**src/rtl/cram_loader.sv**
```systemverilog
// Master-side driver for a CRAM configuration shift chain: serialises bitstream
// words into the chain (load) or shifts it out non-destructively into words (readback).
module cram_loader #(
  parameter int unsigned WORD_W    = 8,
  parameter int unsigned CHAIN_LEN = 384
) (
  input  logic              clk,
  input  logic              rst,
  input  logic              load_start,
  input  logic              rb_start,
  input  logic [WORD_W-1:0] wr_data,
  input  logic              wr_valid,
  output logic              wr_ready,
  output logic [WORD_W-1:0] rd_data,
  output logic              rd_valid,
  input  logic              rd_ready,
  output logic              cfg_en,
  output logic              cfg_sdo,
  input  logic              cfg_sdi,
  output logic              busy,
  output logic              done
);

  localparam int unsigned CNT_W  = $clog2(CHAIN_LEN + 1);
  localparam int unsigned OCC_W  = $clog2(WORD_W + 1);
  localparam int unsigned DCNT_W = $clog2(WORD_W);

  typedef enum logic [1:0] {
    IDLE     = 2'd0,
    LOAD     = 2'd1,
    READBACK = 2'd2
  } state_t;

  state_t              state, state_nxt;
  logic [WORD_W-1:0]   shreg;
  logic [OCC_W-1:0]    occ;
  logic [CNT_W-1:0]    bit_cnt;
  logic [WORD_W-2:0]   deser;
  logic [DCNT_W-1:0]   dcnt;
  logic [WORD_W-1:0]   deser_full;
  logic [DCNT_W-1:0]   shamt;
  logic                last_bit;
  logic                cap_last;

  assign last_bit   = (bit_cnt == CNT_W'(CHAIN_LEN - 1));
  assign cap_last   = (dcnt == DCNT_W'(WORD_W - 1)) || last_bit;
  assign deser_full = {deser, cfg_sdi};
  // A short final readback word is left-aligned so its first bit lands in the MSB.
  assign shamt      = DCNT_W'(WORD_W - 1) - dcnt;
  assign busy       = (state != IDLE);

  always_ff @(posedge clk or posedge rst) begin
    if (rst) state <= IDLE;
    else     state <= state_nxt;
  end

  // Next state plus the chain-facing handshake and shift controls.
  always_comb begin
    state_nxt = state;
    cfg_en    = 1'b0;
    cfg_sdo   = 1'b0;
    wr_ready  = 1'b0;
    case (state)
      IDLE: begin
        if (load_start)    state_nxt = LOAD;
        else if (rb_start) state_nxt = READBACK;
      end
      LOAD: begin
        cfg_en   = (occ != '0);
        cfg_sdo  = shreg[WORD_W-1];
        wr_ready = (occ == '0) || ((occ == OCC_W'(1)) && cfg_en);
        if (cfg_en && last_bit) state_nxt = IDLE;
      end
      READBACK: begin
        cfg_sdo = cfg_sdi;
        // Stall the chain rather than drop a word when the output register is still full.
        cfg_en  = !(cap_last && rd_valid && !rd_ready);
        if (cfg_en && last_bit) state_nxt = IDLE;
      end
      default: state_nxt = IDLE;
    endcase
  end

  always_ff @(posedge clk or posedge rst) begin
    if (rst) begin
      shreg    <= '0;
      occ      <= '0;
      bit_cnt  <= '0;
      deser    <= '0;
      dcnt     <= '0;
      rd_data  <= '0;
      rd_valid <= 1'b0;
      done     <= 1'b0;
    end else begin
      done <= 1'b0;
      if (rd_valid && rd_ready) rd_valid <= 1'b0;
      case (state)
        IDLE: begin
          if (state_nxt != IDLE) begin
            shreg   <= '0;
            occ     <= '0;
            bit_cnt <= '0;
            deser   <= '0;
            dcnt    <= '0;
          end
        end
        LOAD: begin
          if (cfg_en) begin
            shreg   <= {shreg[WORD_W-2:0], 1'b0};
            occ     <= occ - OCC_W'(1);
            bit_cnt <= bit_cnt + CNT_W'(1);
          end
          if (wr_valid && wr_ready) begin
            shreg <= wr_data;
            occ   <= OCC_W'(WORD_W);
          end
          // Leftover bits of the final word are dropped.
          if (cfg_en && last_bit) begin
            shreg <= '0;
            occ   <= '0;
            done  <= 1'b1;
          end
        end
        READBACK: begin
          if (cfg_en) begin
            bit_cnt <= bit_cnt + CNT_W'(1);
            if (cap_last) begin
              rd_data  <= deser_full << shamt;
              rd_valid <= 1'b1;
              deser    <= '0;
              dcnt     <= '0;
            end else begin
              deser <= deser_full[WORD_W-2:0];
              dcnt  <= dcnt + DCNT_W'(1);
            end
            if (last_bit) done <= 1'b1;
          end
        end
        default: ;
      endcase
    end
  end

endmodule

```
**config.mk**
```make
export PLATFORM = sky130hd
export DESIGN_NAME = cram_loader
export DESIGN_NICKNAME = d
export VERILOG_FILES = /design/src/rtl/cram_loader.sv
export SDC_FILE = /design/constraint.sdc
export NUM_CORES = 1
export LEC_CHECK = 0
export BUFFER_PORTS_ARGS = -buffer_cell sky130_fd_sc_hd__buf_4
export CAP_MARGIN = 20
export CELL_PAD_IN_SITES_DETAIL_PLACEMENT = 0
export CELL_PAD_IN_SITES_GLOBAL_PLACEMENT = 1
export CORE_UTILIZATION = 41
export CTS_CLUSTER_DIAMETER = 30
export DETAILED_ROUTE_END_ITERATION = 6
export PLACE_DENSITY = 0.88
export SETUP_SLACK_MARGIN = 0.5
export SYNTH_ARGS = -nofsm -noshare
export SYNTH_HDL_FRONTEND = slang
export SYNTH_SLANG_ARGS = --single-unit
export TNS_END_PERCENT = 50
```
**constraint.sdc**
```tcl
create_clock -name clk -period 2.1 [get_ports clk]
set_input_delay 0.315 -clock clk [delete_from_list [all_inputs] [get_ports clk]]
set_output_delay 0.315 -clock clk [all_outputs]
set_load 0.05 [all_outputs]
```
==> results.md, run 1 <==
- CP startpoint kind: flip-flop
- Status: complete, but fails checks
- Largest net degree at the start of global routing: 29
- Final worst path period share: 118.3%
- Initial antenna violation count: 0
- Final #Nets: 406
- Highest clock rate: 0.4026 GHz
- Drt drc: 0
- Failing checks: negative setup slack
- Tmin final: around 2500 ps
- Crit Path Class: reg2out
- Seq/Total Area, Yosys: between 40% and 50%
- Initial Util: a little over two fifths
- Syn-to-layout area delta: 49.53%
- Num CTS Buffers: 5
- Final setup vio count: 32
- Mean post-synth cell area: 9.438 um2
- Post-synth EDFFs: 0
- Crit-path max FO: 2
- Vias in the first global route: 2,620
- GRT Util Overall: 23.15%
- Final Hold Fails: 0
- Routed Antenna Nets: 0
- Initial DRC Count: about 110
- First drt pass iteration count: 4
- CTS clk-pin slew, worst paths: about 90 ps
- Crit end category: output port
- Ys async rst share: 100.0%
- Die width: about 80 um
- Worst Skew: about 9 ps
- Cell row count: 28
- Slew margin rel.: roughly half
- Post-route cell area: 3951 um2
- Vias post-DR: 2,589
- Dpl hpwl: 4.916 mm
- IO Port Bufs: 28
- Setup tns final: -7638 ps
- Final WL: approximately 7.3 mm
- Placed cells: approximately 430
- Max_cap viols: 0
- Core Area: 6061 um2
- First-pass GRT wire length: 11.90 mm
- Syn Nets: 305
- Finished Layout Cells: roughly 460
- Mean number of vias per cell: 5.665
- Cells after Synth: 280
- DR WL/cell: 16.06 um
- Register bit total from synthesis: 43
- Final WS setup: -383.8 ps
- TritonCTS clock tree: yes
- I/O Pins: 29
- Clk_lat worst skew: approximately 300 ps
- Power Density: between 1000 and 1500 nW/um2
- CP arrival: roughly 2200 ps
- Final Slew Violations: 0
- Die Height: 82.28 um
- HP Class: in2async
- Yosys warnings: 0
- Synth unique cells: 52
- Synthesized area: approximately 2600 um2
- Share of cells above drive strength 1: between 40% and 50%
- RSZ-0062 raised after global routing: true
- Clock Path Buffers: 2
- Fin util: 65.19%
- Post-synth top flop: dfrtp_1
- Lkg Pwr: 1.801 nW
- Critical Path RT: around 1800 ps
- CTS sink count: 43
- Grt ovf: 0
- Placed instance area: between 3000 and 4000 um2
- Antenna cells: 0
- Die Area: a little under 7000 um2
- VDD IR max: around 0.0012 V
- CTS HTree Levels: 2
- Root Driver: clkbuf_8
- RePlAce Congestion: ~0.89
- Slew @ Worst Pin: 723.3 ps
[power by group]
part	switching, W	internal (W)
Combinational	0.00196	0.00200
Clock	0.000299	0.000354
Sequential	0.0000928	0.000962
[through the flow]
step           hold slack, ps  power, W  setup WS [ps]
5_1_grt                 43.65  0.005973         -440.7
3_5_place_dp            352.1  0.004009         -206.4
4_1_cts                 21.53  0.005418         -326.3
2_1_floorplan           480.3  0.002873         -440.1
3_3_place_gp            341.3  0.003949         -158.2
6_report                6.243  0.005670         -383.8
[final timing paths]
| kind | start | to | slack [ps] | cells past startpoint |
|---|---|---|---|---|
| min in group clk | cfg_sdi | rd_data[0]$_DFFE_PP0P_ | 350 | 3 |
| hold reg to reg | rd_data[6]$_DFFE_PP0P_ | rd_data[6]$_DFFE_PP0P_ | 480 | 2 |
| setup reg to reg | occ[0]$_DFFE_PP0P_ | shreg[6]$_DFFE_PP0P_ | -350 | 10 |
| max in group asynchronous | rst | bit_cnt[7]$_DFFE_PP0P_ | 1590 | 3 |
| hold / removal | rst | shreg[2]$_DFFE_PP0P_ | 6 | 2 |
| setup / recovery | occ[0]$_DFFE_PP0P_ | cfg_en | -380 | 8 |
[flip-flops by register name (all words and copies together), names as in the netlist]
name	flops
bit_cnt	9
rd_data	8
shreg	8
deser	7
occ	4
dcnt	3
state	2
done	1
rd_valid	1
[Yosys cell counts, types with 7 or more instances]
cell / count / area, um2
ha_1: 10 / 125.1
o31ai_1: 12 / 90.09
o21ai_0: 15 / 75.07
mux2_2: 13 / 146.4
mux2i_1: 18 / 180.2
clkbuf_1: 8 / 30.03
dfrtp_1: 43 / 1076
nor2_1: 22 / 82.58
inv_1: 21 / 78.83
a21oi_1: 12 / 60.06
nand2_1: 34 / 127.6
or4_1: 7 / 52.55
[critical path, cell delays in order, from the launching register on]
cell        delay, ps
dfrtp_1           400
inv_2              90
ha_4              130
or3b_4            370
a22o_1            220
o21ai_2           240
clkinvlp_4        150
buf_6             140
buf_8             140
[kinds of logic (layout without fill, tap and decap cells)]
| group | after synthesis | after routing | share of synthesized area, % |
|---|---|---|---|
| mux | 33 | 33 | 14.06 |
| compound gates | 68 | 69 | 17.99 |
| buf+inv | 34 | 135 | 5.351 |
| simple gates | 92 | 92 | 17.14 |
| flops | 43 | 43 | 40.72 |
| fa+ha+maj | 10 | 10 | 4.735 |
[per-layer routing]
metal	global-route usage [%]	vias up	wire (um)	share of wire (%)
met5	0	-	0	0
met3	4.176	22	316	4.3
met4	8.421	0	189	2.6
met1	29.20	1256	3243	44
met2	39.42	77	3588	49
li1	-	1234	-	-
[placed cells by master (no fill, tap or decap), drive strengths merged, types with 10 or more instances in the layout]
cell   netlist  final
nor2        22     22
o21ai       16     16
nand2       34     34
dfrtp       43     43
mux2i       18     18
o31ai       12     12
mux2        13     13
a21oi       12     12
ha          10     10
buf          5    106
inv         21     19
[area by class of cell]
cell class	count	area [um2]
inverters	21	97.59
flip-flops and latches	43	1076
well taps	75	93.84
fillers	476	2110
repair buffers	106	887.1
clock inverters	3	43.79
multi-input cells	204	1684
clock buffers	5	68.82
[repair_timing]
action                     CTS  global route
setup buffers               15             2
gates resized for setup     51            23
cloned                       1             0
hold buffers                 0             0
setup endpoints to repair   47            47
pin swaps                    9             9
Power figures use the tool's default switching activity.
==> run 2, diff against run 1 <==
Settings changed: MAX_ROUTING_LAYER from default to met4.
==> run 2 against run 1 <==
Effect of this change:
- the run still ends with negative setup slack left
- power is 2.4% higher
- cell count increased by 0.66%
- sequential share of layout area fell by 0.37 points
- final area rose by 1.4%
- routed wire length is 2.1% higher
- setup slack better by 1.2 ps
- critical path depth is the same
- sequential cell count unchanged
- via count increased by 0.97%
- register-to-register slack about the same
- maximum frequency about the same
==> results.md, run 2 (synthesized netlist as in run 1, its figures left out) <==
- Status: complete, but fails checks
- Final Hold Fails: 0
- Final WL: approximately 7.5 mm
- Antenna cells: 0
- HP Class: in2async
- Crit path to: cfg_en
- Die width: between 80 and 90 um
- R2R cell count: 10
- Placed cells: between 400 and 500
- Max_cap viols: 0
- GRT Util Overall: about a quarter
- Initial antenna violation count: 0
- Share of cells above drive strength 1: ~47%
- RePlAce Congestion: a little over 0.9
- Lkg Pwr: 1.816 nW
- Root Driver: clkbuf_8
- Slew @ Worst Pin: roughly 720 ps
- Routed Antenna Nets: 0
- CTS HTree Levels: 2
- Slew margin rel.: about half
- Final worst path period share: 118.2%
- Clk_lat worst skew: around 300 ps
- FF-to-FF End: shreg[6]$_DFFE_PP0P_
- Grt ovf: 0
- CP arrival: 2170 ps
- Setup tns final: -8817 ps
- Clock Path Buffers: 2
- Final WS setup: -382.6 ps
- Syn-to-layout area delta: 51.56%
- Fill count: between 400 and 500
- Mean number of vias per cell: roughly 5.7
- Final Slew Violations: 0
- Cell row count: 28
- IO Port Bufs: 28
- CP startpoint kind: flip-flop
- Fin util: between 60% and 70%
- Drt drc: 0
- Final setup vio count: 33
- Tot Pwr: 0.005806 W
- Vias post-DR: around 2,600
- Finished Layout Cells: 460
- Largest net degree at the start of global routing: 29
- Top Registers: bit_cnt (9), rd_data (8), shreg (8)
- Number of flip-flops in the largest register: 9
- Crit Path Class: reg2out
- Initial DRC Count: approximately 130
- Dpl hpwl: just under 5 mm
- VDD IR max: approximately 0.0012 V
- Most common cell after layout, fill and taps aside: buf_4
- Critical Path RT: ~1800 ps
- Top reg by flops: bit_cnt
- Final #Nets: slightly above 400
- DR WL/cell: 16.28 um
- Crit end category: output port
- R2r setup slk: -350 ps
- Vias in the first global route: 2,621
- CTS clk-pin slew, worst paths: ~90 ps
- Tmin final: around 2500 ps
- Failing checks: negative setup slack
- Worst r2r src: occ[0]$_DFFE_PP0P_
- Num CTS Buffers: 5
- Die Area: slightly below 7000 um2
- Die Height: 82.28 um
- TritonCTS clock tree: yes
- Setup crit start: occ[0]$_DFFE_PP0P_
- Worst Skew: around 9.2 ps
- Most frequent cells in the layout: buf_4, dfrtp_1, nand2_1
- Pre-CTS setup slack: -206.4 ps
- Power Density: between 1000 and 1500 nW/um2
- I/O Pins: 29
- Core Area: about 6100 um2
- CTS sink count: 43
- Crit-path max FO: 2
- First-pass GRT wire length: roughly 12 mm
- RSZ-0062 raised after global routing: true
- Initial Util: between 40% and 50%
- First drt pass iteration count: 4
- Highest clock rate: about 0.40 GHz
==> run 2: changes by cell type in the layout (fill, tap and decap cells not counted), moves of 2 or more <==
| cell | delta |
|---|---|
| o31ai_4 | +3 |
| a21oi_1 | +2 |
| o31ai_1 | -2 |
| a21oi_2 | -2 |
| buf_6 | +2 |
| or4_1 | +3 |
| or4_4 | -3 |
==> run 2: power breakdown <==
group	switching, W	internal [W]	total [W]	leakage, nW
registers	0.0000928	0.000962	0.00106	0.592
logic	0.00204	0.00206	0.00410	1.17
clock network	0.000299	0.000354	0.000653	0.0581
==> run 2: cell type report <==
type	instances	area (um2)	area share [%]
clock inverter	3	43.79	1.093
inverter	21	97.59	2.437
sequential	43	1076	26.87
timing repair buffer	109	917.1	22.90
multi-input combinational	204	1708	42.64
clock buffer	5	68.82	1.718
tap	75	93.84	2.343
==> run 2: timing repair <==
item                       4_1_cts  5_1_grt
gates resized for setup         51       28
buffers inserted                15        5
hold buffers                     0        0
cloned                           1        0
setup endpoints to repair       47       47
pin swaps                        9       12
==> run 2: worst max-delay path, cell delays in order (launching register included) <==
cell	delay (ps)
dfrtp_1	400
inv_2	90
ha_4	130
or3b_4	370
a22o_1	220
o21ai_2	240
clkinvlp_4	150
buf_6	140
buf_8	140
==> run 2: worst min path at each step <==
stage                               from              endpoint  depth (start not counted)
floorplan           shreg[0]$_DFFE_PP0P_  shreg[0]$_DFFE_PP0P_                          1
global placement                     rst  shreg[2]$_DFFE_PP0P_                          2
detailed placement                   rst  shreg[2]$_DFFE_PP0P_                          2
CTS                                  rst  shreg[2]$_DFFE_PP0P_                          2
global route                         rst  shreg[2]$_DFFE_PP0P_                          2
finish                               rst  shreg[2]$_DFFE_PP0P_                          2
==> run 2: per-layer routing <==
layer | GRT usage [%] | part of all wire, % | up-vias
met2 | 39.42 | 49 | 78
met5 | - | 0 | -
met1 | 29.27 | 43 | 1265
li1 | - | - | 1244
met3 | 4.176 | 4.8 | 27
met4 | 8.421 | 2.9 | 0
==> run 2: stage by stage <==
stage	hold slack, ps	area (um2)
floorplan	480.3	2723
global placement	341.3	3411
detailed placement	352.1	3411
CTS	21.53	3850
global route	41.98	4005
finish	6.289	4005
